### config.mk
export PLATFORM = sky130hd
export DESIGN_NAME = tone_sequencer
export DESIGN_NICKNAME = d
export VERILOG_FILES = /design/src/rtl/tone_sequencer.sv
export SDC_FILE = /design/constraint.sdc
export NUM_CORES = 1
export LEC_CHECK = 0
export CAP_MARGIN = 20
export CORE_AREA = 2 2 213 215
export DETAILED_ROUTE_END_ITERATION = 6
export DIE_AREA = 0 0 215 217
export PLACE_DENSITY = 0.65
export SYNTH_ARGS = -nofsm -noshare
export SYNTH_HDL_FRONTEND = slang
export SYNTH_SLANG_ARGS = --single-unit
### constraint.sdc
create_clock -name clk -period 3.9 [get_ports clk]
set_input_delay 1.17 -clock clk [delete_from_list [all_inputs] [get_ports clk]]
set_output_delay 1.17 -clock clk [all_outputs]
set_load 0.02 [all_outputs]
### src/rtl/tone_sequencer.sv
// rtl/tone_sequencer.sv - sequenced square-wave tone player driven from a small note RAM
module tone_sequencer #(
    parameter int DEPTH     = 16,
    parameter int HP_W      = 16,
    parameter int DUR_W     = 8,
    parameter int TICK_DIV  = 500_000,
    parameter int GAP_TICKS = 1,
    parameter int AW        = $clog2(DEPTH)
) (
    input  logic             clk,
    input  logic             rst,
    input  logic             wr_en,
    input  logic [AW-1:0]    wr_addr,
    input  logic [HP_W-1:0]  wr_hp,
    input  logic [DUR_W-1:0] wr_dur,
    input  logic             start,
    input  logic             stop,
    input  logic             loop,
    input  logic             mute,
    output logic             signal,
    output logic             busy,
    output logic [AW-1:0]    note_idx,
    output logic             done
);

    localparam int PW = $clog2(TICK_DIV);
    localparam logic [PW-1:0]    TICK_LAST = PW'(TICK_DIV - 1);
    localparam logic [DUR_W-1:0] GAP_LAST  = DUR_W'((GAP_TICKS > 0) ? GAP_TICKS - 1 : 0);
    localparam logic [AW-1:0]    IDX_LAST  = AW'(DEPTH - 1);

    typedef enum logic [2:0] {
        S_IDLE,
        S_LOAD,
        S_PLAY,
        S_GAP,
        S_NEXT,
        S_END
    } state_t;

    state_t r_state;
    state_t w_next;

    logic [HP_W-1:0]  r_mem_hp  [DEPTH];
    logic [DUR_W-1:0] r_mem_dur [DEPTH];

    logic [AW-1:0]    r_note_idx;
    logic [HP_W-1:0]  r_hp;
    logic [DUR_W-1:0] r_dur;
    logic [HP_W-1:0]  r_tone_cnt;
    logic             r_tone;
    logic [PW-1:0]    r_presc;
    logic [DUR_W-1:0] r_tick_cnt;

    logic [DUR_W-1:0] w_rd_dur;
    logic             w_abort;
    logic             w_tick_wrap;
    logic             w_play_end;
    logic             w_gap_end;

    // Note RAM: no reset, written any time; LOAD takes a private copy.
    always_ff @(posedge clk) begin
        if (wr_en) begin
            r_mem_hp[wr_addr]  <= wr_hp;
            r_mem_dur[wr_addr] <= wr_dur;
        end
    end

    assign w_rd_dur    = r_mem_dur[r_note_idx];
    assign w_abort     = stop && (r_state != S_IDLE);
    assign w_tick_wrap = (r_presc == TICK_LAST);
    assign w_play_end  = (r_state == S_PLAY) && w_tick_wrap && (r_tick_cnt == r_dur - 1'b1);
    assign w_gap_end   = (r_state == S_GAP) && w_tick_wrap && (r_tick_cnt == GAP_LAST);

    always_ff @(posedge clk or posedge rst) begin
        if (rst) begin
            r_state <= S_IDLE;
        end else begin
            r_state <= w_next;
        end
    end

    always_comb begin
        w_next = r_state;
        if (w_abort) begin
            w_next = S_IDLE;
        end else begin
            case (r_state)
                S_IDLE: if (start && !stop) w_next = S_LOAD;
                S_LOAD: w_next = (w_rd_dur == '0) ? S_END : S_PLAY;
                S_PLAY: if (w_play_end) w_next = (GAP_TICKS == 0) ? S_NEXT : S_GAP;
                S_GAP:  if (w_gap_end) w_next = S_NEXT;
                S_NEXT: w_next = (r_note_idx == IDX_LAST) ? S_END : S_LOAD;
                S_END:  w_next = loop ? S_LOAD : S_IDLE;
                default: w_next = S_IDLE;
            endcase
        end
    end

    always_comb begin
        busy     = (r_state != S_IDLE);
        done     = (r_state == S_END) && !loop && !stop;
        signal   = r_tone & ~mute;
        note_idx = r_note_idx;
    end

    // Datapath: note index, latched entry, prescaler, tick and tone counters.
    always_ff @(posedge clk or posedge rst) begin
        if (rst) begin
            r_note_idx <= '0;
            r_hp       <= '0;
            r_dur      <= '0;
            r_tone_cnt <= '0;
            r_tone     <= 1'b0;
            r_presc    <= '0;
            r_tick_cnt <= '0;
        end else if (w_abort) begin
            r_tone_cnt <= '0;
            r_tone     <= 1'b0;
            r_presc    <= '0;
            r_tick_cnt <= '0;
        end else begin
            case (r_state)
                S_IDLE: begin
                    if (start && !stop) r_note_idx <= '0;
                end
                S_LOAD: begin
                    r_hp       <= r_mem_hp[r_note_idx];
                    r_dur      <= w_rd_dur;
                    r_tone_cnt <= '0;
                    r_tone     <= 1'b0;
                    r_presc    <= '0;
                    r_tick_cnt <= '0;
                end
                S_PLAY: begin
                    if (r_hp != '0) begin
                        if (r_tone_cnt == r_hp - 1'b1) begin
                            r_tone_cnt <= '0;
                            r_tone     <= ~r_tone;
                        end else begin
                            r_tone_cnt <= r_tone_cnt + 1'b1;
                        end
                    end
                    if (w_tick_wrap) begin
                        r_presc    <= '0;
                        r_tick_cnt <= r_tick_cnt + 1'b1;
                    end else begin
                        r_presc <= r_presc + 1'b1;
                    end
                    // Leaving PLAY: silence the tone and rearm counters for the gap.
                    if (w_play_end) begin
                        r_tone_cnt <= '0;
                        r_tone     <= 1'b0;
                        r_presc    <= '0;
                        r_tick_cnt <= '0;
                    end
                end
                S_GAP: begin
                    if (w_tick_wrap) begin
                        r_presc    <= '0;
                        r_tick_cnt <= w_gap_end ? '0 : r_tick_cnt + 1'b1;
                    end else begin
                        r_presc <= r_presc + 1'b1;
                    end
                end
                S_NEXT: begin
                    if (r_note_idx != IDX_LAST) r_note_idx <= r_note_idx + 1'b1;
                end
                S_END: begin
                    if (loop) r_note_idx <= '0;
                end
                default: begin
                end
            endcase
        end
    end

endmodule

; ---- Word-level counts from Yosys, hierarchy flattened
; Memories as Yosys holds them, arrays and structs flattened. A register that Yosys moved wholly into a read port is not among the register bits.
; Index checks and enable logic that the tools add are counted.
[word_totals]
reg_bits = 59
latch_bits = 0
ramBits = 384
romBits = 0
input_bits = 35
out_inout_bits = 7
elab_cells = 97
n_memories = 2
[op_classes]
addsub = 6
multipliers = 0
div_mod_pow = 0
n_lt_le_gt_ge = 0
eq_ne = 20
shifts = 0
muxes = 34
n_bitwise = 4
reduce_logical = 24
[memory_table]
columns = name, depth, width, read_ports, rd_clocked_by_memory_dff, wr, line_no
row1 = r_mem_hp, 16, 16, 1, 1, 1, 43  ; logic [HP_W-1:0] r_mem_hp [DEPTH];
row2 = r_mem_dur, 16, 8, 1, 0, 1, 44  ; logic [DUR_W-1:0] r_mem_dur [DEPTH];
[ops]
columns = operator, count
row1 = $mux W16, 4
row2 = $mux W19, 3
row3 = $pmux W19 S3, 1
row4 = $mux W8, 5
row5 = $pmux W16 S2, 1
row6 = $pmux W8 S3, 1
row7 = $add A19 B1 Y19 const B, 1
row8 = $eq A19 B19 Y1 const B, 1
row9 = $mux W3, 6
row10 = $pmux W3 S6, 1
row11 = $add A16 B1 Y16 const B, 1
row12 = $eq A16 B16 Y1, 1
row13 = $logic_not A8 Y1, 2
row14 = $reduce_bool A16 Y1, 1
row15 = $sub A16 B1 Y16 const B, 1
row16 = $mux W4, 3
row17 = $ne A3 B3 Y1 const B, 4
row18 = $pmux W4 S3, 1
row19 = $reduce_and A3 Y1, 3
row20 = $reduce_bool A3 Y1, 3
row21 = $add A8 B1 Y8 const B, 1
row22 = $eq A8 B8 Y1, 1
row23 = $logic_and A1 B1 Y1, 8
row24 = $ne A4 B3 Y1 const B, 2
row25 = other kinds (17), 32

; ---- Logic depth before layout (Yosys ltp)
[logic_depth]
ltp_word = 7
mapped_depth = 12
mapped_depth_nobuf = 10

; ---- Least setup slack after synthesis
; No wires, ideal clock.
[synth_timing]
path_type = input -> register
startpoint = input port wr_addr[3]
endpoint = memory r_mem_dur[0][0] (enable)
setup_ns = 0.435
t_arrival_ns = 3.352
required_time_ns = 3.465
setup_slack_ns = 0.113
cell_stages = 2
path_buffers = 0
path_cell_list = or3b_2 > nor3_1
[synth_lines]
columns = item, line_no
row1 = start: declaration, 13  ; input logic [AW-1:0] wr_addr,
row2 = end: declaration, 44
; No word-level cell before the write port.

; ---- Final worst setup path
[layout_timing]
startpoint = input port loop
endpoint = output port done
[layout_between]
elab_chain_cells = 3
[layout_rtl]
columns = item, line_no
row1 = start: declaration, 18  ; input logic loop,
row2 = $logic_not A1 Y1, 101  ; done = (r_state == S_END) && !loop && !stop;
row3 = $logic_and A1 B1 Y1 (2 in series), 101
row4 = end: declaration, 23  ; output logic done
; No other way between the ends.

==> impl_results.md <==
- Post-DP HPWL: 24.8 mm
- RSZ-0062 raised after global routing: false
- Endpoints failing setup: 0
- Power density cells: 526 nW/um^2
- CTS Buffer Depth: 3
- Post-synthesis cell type count: 78
- DRC: 0
- Grt ovf: 0
- Worst Reg-to-Reg Cells: 10
- Die height: 217 um
- GP Congestion: between 0.8 and 0.9
- Root Buffer: clkbuf_16
- Site Rows: 78
- Worst R2R Start: r_hp[0]$_DFFE_PP0P_
- Outcome: completed
- Antenna-violating nets left: 0
- Antenna fix cells: 0
- CP required: around 2.7 ns
- Fillers: ~3,800
- Vias/cell: about 5.7
- Area delta synth->final: 15.0%
- H-tree Lvls: 2
- Crit-path max FO: 3
- Num Clock Sinks: 459
- Worst rel slew slack: 48.6%
- CP Class: primary input to primary output
- Critical Path Source: loop
- WL met3: between 2 and 3 mm
- Post-Syn Instances: 1,219
- Hold path startpoint: r_tone$_DFFE_PP0P_
- Largest net degree at the start of global routing: 52
- Hold Path Class: register to register
- Overall power: 0.0117 W
- Post-CTS setup buffers: 0
- # resized after CTS: 0
- Vias in the first global route: between 10,000 and 15,000
- Syn_area_per_cell: 15.9 sq um
- Clock Latency Late Sink: 0.61 ns
- WL met2: 19.5 mm
- CTS tree: done
- Ratio of cells with drive above 1 in the final layout: 17.7%
- DRT iter0 DRCs: 995
- Crit end category: primary output
- Synth warn: 0
- Top_reg_cell synth: edfxtp_1
- Endpoints failing hold: 0
- Total vias in the final route: around 11,000
- Hold EP: r_tone$_DFFE_PP0P_
- I/O Buffers: 41
- DRT Wirelength: 41.4 mm
- R2R Path End: r_tone_cnt[14]$_DFFE_PP0P_
- Maxcap violations: 0
- Syn Nets: 1,261
- Wire per inst: 21.4 um
- Flop2flop setup slack: ~0.48 ns
- TritonCTS Buffers: 48
- CTS Hold Bufs: 0
- P_leak: between 7 and 8 nW
- Top Metal Used: met5
- Fin crit share: 96.4%
- Worst vdd ir: 0.377 mV
- Sum Neg Setup Slack: 0 ns
- Final Max Slew Viols: 0
- Skew final: 0.0511 ns
- Register area share after synthesis: between 60% and 70%
- DR pass1 iterations: 5
- Core area: 44,700 sq um
- Multi-input gate area: 5730 sq um
- Global-route wire length before repair: 65.1 mm
- FF/Latch Area: between 10,000 and 15,000 sq um
- Setup crit start kind: primary input
- Die footprint: 46,700 sq um
- Layout Nets: around 1,300
- Gr usage total: 18.2%
- Crit path DAT: 2.59 ns
- Minimum clock period: 3.76 ns
- Register bit total from synthesis: 459
- Ports: 42
- Asr flop ratio synth: 16.3%
- Initial antenna violation count: 3
- Die Width: between 200 and 250 um
- Maximum clock rate: 266 MHz
- Hold path depth: 1
- Post-synth EDFFs: 384
- Initial Util: approximately 43%
- CTS clk-pin slew, worst paths: 0.06 ns
- Worst-margin pin slew: 0.770 ns
- Wl on met1: between 15 and 20 mm
- Syn Std Cell Area: about 19,000 sq um
[synthesized netlist by cell type, types with 9 or more instances]
cell type | n | area [sq um]
or3_1 | 12 | 75.1
nor3_1 | 19 | 95.1
o221ai_1 | 10 | 87.6
edfxtp_1 | 384 | 11500
nand4_1 | 9 | 56.3
nand3_1 | 25 | 125
dfrtp_1 | 75 | 1880
nor2_1 | 45 | 169
and2_1 | 9 | 56.3
o21ai_1 | 9 | 45.0
nor2b_1 | 15 | 93.8
xnor2_1 | 18 | 158
nand2b_1 | 10 | 62.6
a31oi_1 | 9 | 56.3
a21oi_1 | 23 | 115
buf_1 | 9 | 33.8
clkbuf_1 | 38 | 143
xor2_1 | 17 | 149
a221oi_1 | 15 | 131
buf_2 | 12 | 60.1
nand2_1 | 114 | 428
mux4_2 | 76 | 1710
inv_1 | 20 | 75.1
o22ai_1 | 12 | 75.1
o31ai_1 | 11 | 82.6
o21ai_0 | 53 | 265
mux2i_1 | 52 | 521
[stage by stage]
| stage | util (%) | instance area, sq um | setup slack [ns] | instances | hold WS, ns |
|---|---|---|---|---|---|
| 4_1_cts | 49.8 | 22300 | 0.130 | 1929 | 0.492 |
| 5_1_grt | 49.8 | 22300 | 0.0864 | 1929 | 0.528 |
| 2_1_floorplan | - | 19400 | 0.113 | 1219 | 0.442 |
| 6_report | 49.8 | 22300 | 0.140 | 1929 | 0.495 |
| 3_3_place_gp | 46.6 | 20800 | 0.185 | 1845 | 0.479 |
| 3_5_place_dp | 46.6 | 20800 | 0.140 | 1845 | 0.485 |
[layer usage]
layer	GRT usage, %	vias up
li1	-	4971
met1	25.6	5576
met2	29.2	310
met4	4.83	4
met5	0	-
met3	3.73	72
[layout by cell type, fill, tap and decap left out, drive strengths merged, types with 8 or more instances in the layout]
cell type,netlist,final
edfxtp,384,384
nand2,114,114
mux4,76,76
dfrtp,75,75
o21ai,62,62
clkbuf,38,57
mux2i,52,52
buf,25,48
nor2,45,45
clkdlybuf4s50,0,41
nand3,25,25
a21oi,23,23
inv,20,23
nor3,20,20
clkinv,1,20
xnor2,18,18
xor2,17,17
nor2b,15,15
a221oi,15,15
or3,12,12
o22ai,12,12
a31oi,12,12
o31ai,11,11
nand2b,11,11
a22oi,11,11
o221ai,10,10
and2,9,9
nand4,9,9
nor4,9,9
or2,8,8
[how the worst max path moves through the flow]
stage	end	slack (ns)	cells after the start
after floorplan	r_mem_dur[0][0]$_DFFE_PP_	0.11	2
after global placement	done	0.18	4
after detailed placement	done	0.14	4
after CTS	done	0.13	4
after global routing	done	0.09	4
final	done	0.14	4
[final cells by class]
| type | count | area share, % |
|---|---|---|
| Clock buffer | 57 | 5.54 |
| Clock inverter | 27 | 1.06 |
| Inverter | 21 | 0.359 |
| Multi-Input combinational cell | 676 | 25.7 |
| Sequential cell | 459 | 60.2 |
| Tap cell | 600 | 3.37 |
| Timing Repair Buffer | 89 | 3.74 |
[worst max-delay path, stage by stage]
cell             delay (ns)
clkdlybuf4s50_1        0.43
nor2b_1                0.18
and3_1                 0.19
clkdlybuf4s50_1        0.62
[flip-flops by register name, summed over array words and instances, names as in the netlist]
signal,flops
r_dur,8
r_tone,1
r_mem_hp,256
r_state,3
r_presc,19
note_idx,4
r_tone_cnt,16
r_tick_cnt,8
r_hp,16
r_mem_dur,128
[power breakdown]
part	internal [W]	switching, W	total [W]	leakage (nW)
clock network	0.00241	0.00188	0.00429	0.711
registers	0.00555	0.000277	0.00583	4.47
logic	0.000645	0.000958	0.00160	2.03
total	0.00860	0.00312	0.0117	7.21
[logic make-up (layout without fill, tap and decap cells)]
group	after synthesis	in the layout	synth area share, %
buf+inv	84	194	1.82
simple gates	303	303	7.85
flops	459	459	69.2
fa+ha+maj	7	7	0.452
xor+xnor	35	35	1.58
mux	128	128	11.5
compound gates	203	203	7.55
Note: power is estimated with default switching activity, not from simulation.
==> patch: new RTL, same settings <==
Set the parameter `DEPTH` to 8 (it was 16).
--- a/src/rtl/tone_sequencer.sv
+++ b/src/rtl/tone_sequencer.sv
@@ -2,3 +2,3 @@
 module tone_sequencer #(
-    parameter int DEPTH     = 16,
+    parameter int DEPTH     = 8,
     parameter int HP_W      = 16,
Interface: changed (resized note_idx and wr_addr); port bits go from 42 to 40. The function was not compared with the original's and may differ.
==> patch against the original RTL <==
  * Total power is 35% lower
  * Synthesized area down 39%
  * Wire length is 40% lower
  * Design area decreased by 37%
  * Clock skew down 0.033 ns
  * Setup slack got worse by 0.056 ns
  * Sequential power is 39% lower
  * Sequential cell count is 193 lower
  * Count of clock-buffer cells in the layout shrank 20
  * Critical path type unchanged
  * Largest cell class unchanged
==> patch: results (changes against the original RTL) <==
Placement
  • I/O Buffers: 39 (-4.9%)
  • Placer Congestion: 0.808 (-1.3%)
  • Post-DP HPWL: 15,600 µm (-37%)
  • Dpl ws: 0.0968 ns (-0.0433 ns)

Yosys
  • Post-synth ARST share: 0.278 (+0.115)
  • Commonest cells in the synthesized netlist: edfxtp_1 (192), dfrtp_1 (74), nor2_1 (70)
  • Main area contributors after synthesis: edfxtp_1 (49%), dfrtp_1 (16%), mux4_2 (9.1%), mux2i_1 (2.4%), nor2_1 (2.2%)
  • Cells after synthesis: 840 (-31%)
  • Register area share after synthesis: 0.642 (-0.0497)
  • Post-synth EDFFs: 192 (-50%)

Route
  • WL per Instance: 16.4 µm (-23%)
  • DR iter-0 viols: 678 (-32%)

Clocking
  • Worst skew pair latency: 0.56 ns (-0.05 ns)
  • CTS buffer count: 26 (-46%)
  • H-tree depth: 1 (-1)

Global routing
  • Vias in the first global route: 6,922 (-38%)
  • GRT Total Usage: 0.107 (-0.0751)
  • Largest net degree at the start of global routing: 75 (+44%)
  • Initial antenna violation count: 1 (-2)

Final layout
  • Layout cells sized above 1: 0.154 (-0.0232)
  • Final nets: 927 (-31%)

Critical path
  • Crit path max fanout: 2 (-1)
  • Peak per-stage delay on the critical path: 0.64 ns (+0.02 ns)

STA
  • Final Skew: 0.0180 ns (-0.0331 ns)

Run status
  • Outcome: completed
[patch: critical path, delay by kind of cell]
| family | cells | cell delay [ns] |
|---|---|---|
| buf+inv | 2 | 1.08 |
| simple gates | 3 | 0.40 |
[patch: cell type report]
cell class              count  area share
repair buffers             63      0.0419
inverters                  30     0.00808
flip-flops and latches    266       0.547
multi-input cells         498       0.285
diodes                      1    0.000180
well taps                 600      0.0539
clock inverters            11      0.0102
clock buffers              37      0.0533
[patch: per-stage QoR]
step                      hold slack (ns)  cell area [µm²]  utilization
after floorplan                     0.487            11900            -
final                               0.533            13900        0.312
after global routing                0.581            13900        0.312
after detailed placement            0.520            13000        0.292
after global placement              0.519            13000        0.292
after CTS                           0.532            13900        0.312
[patch: path summary, 6_finish.rpt]
path / start / end / depth (start not counted)
max: stop / done / 5
min reg2reg: r_presc[0] / r_presc[0] / 1
min: r_presc[0] / r_presc[0] / 1
min in group asynchronous: rst / r_presc[4] / 3
max in group asynchronous: rst / note_idx[0] / 3
max reg2reg: r_presc[5] / r_tone_cnt[6] / 8
[patch: cells by family after synthesis]
group                      Yosys count  synth area share
AOI/OAI and AO/OA                  119            0.0699
adders and majority gates            8           0.00844
and+or+nand+nor                    252             0.107
DFF                                266             0.642
muxes                               77             0.116
xor gates and xnor gates            42            0.0310
buffers and inverters               76            0.0251
[patch: report_power, final]
group	total (mW)	leakage (nW)	internal, mW	switching, mW
clock network	2.55	0.430	1.47	1.08
logic	1.50	1.42	0.636	0.865
registers	3.57	2.70	3.26	0.304
total	7.62	4.55	5.37	2.25
[patch: per-layer routing]
metal  wire length (µm)  part of all wire  GRT usage  vias up
li1                   -                 -          -     3330
met1              12000              0.48      0.158     3557
met2              10900              0.44      0.161      168
met3               1550             0.062     0.0236       26
met4                331             0.013     0.0228        0
met5                  0                 0          0        -
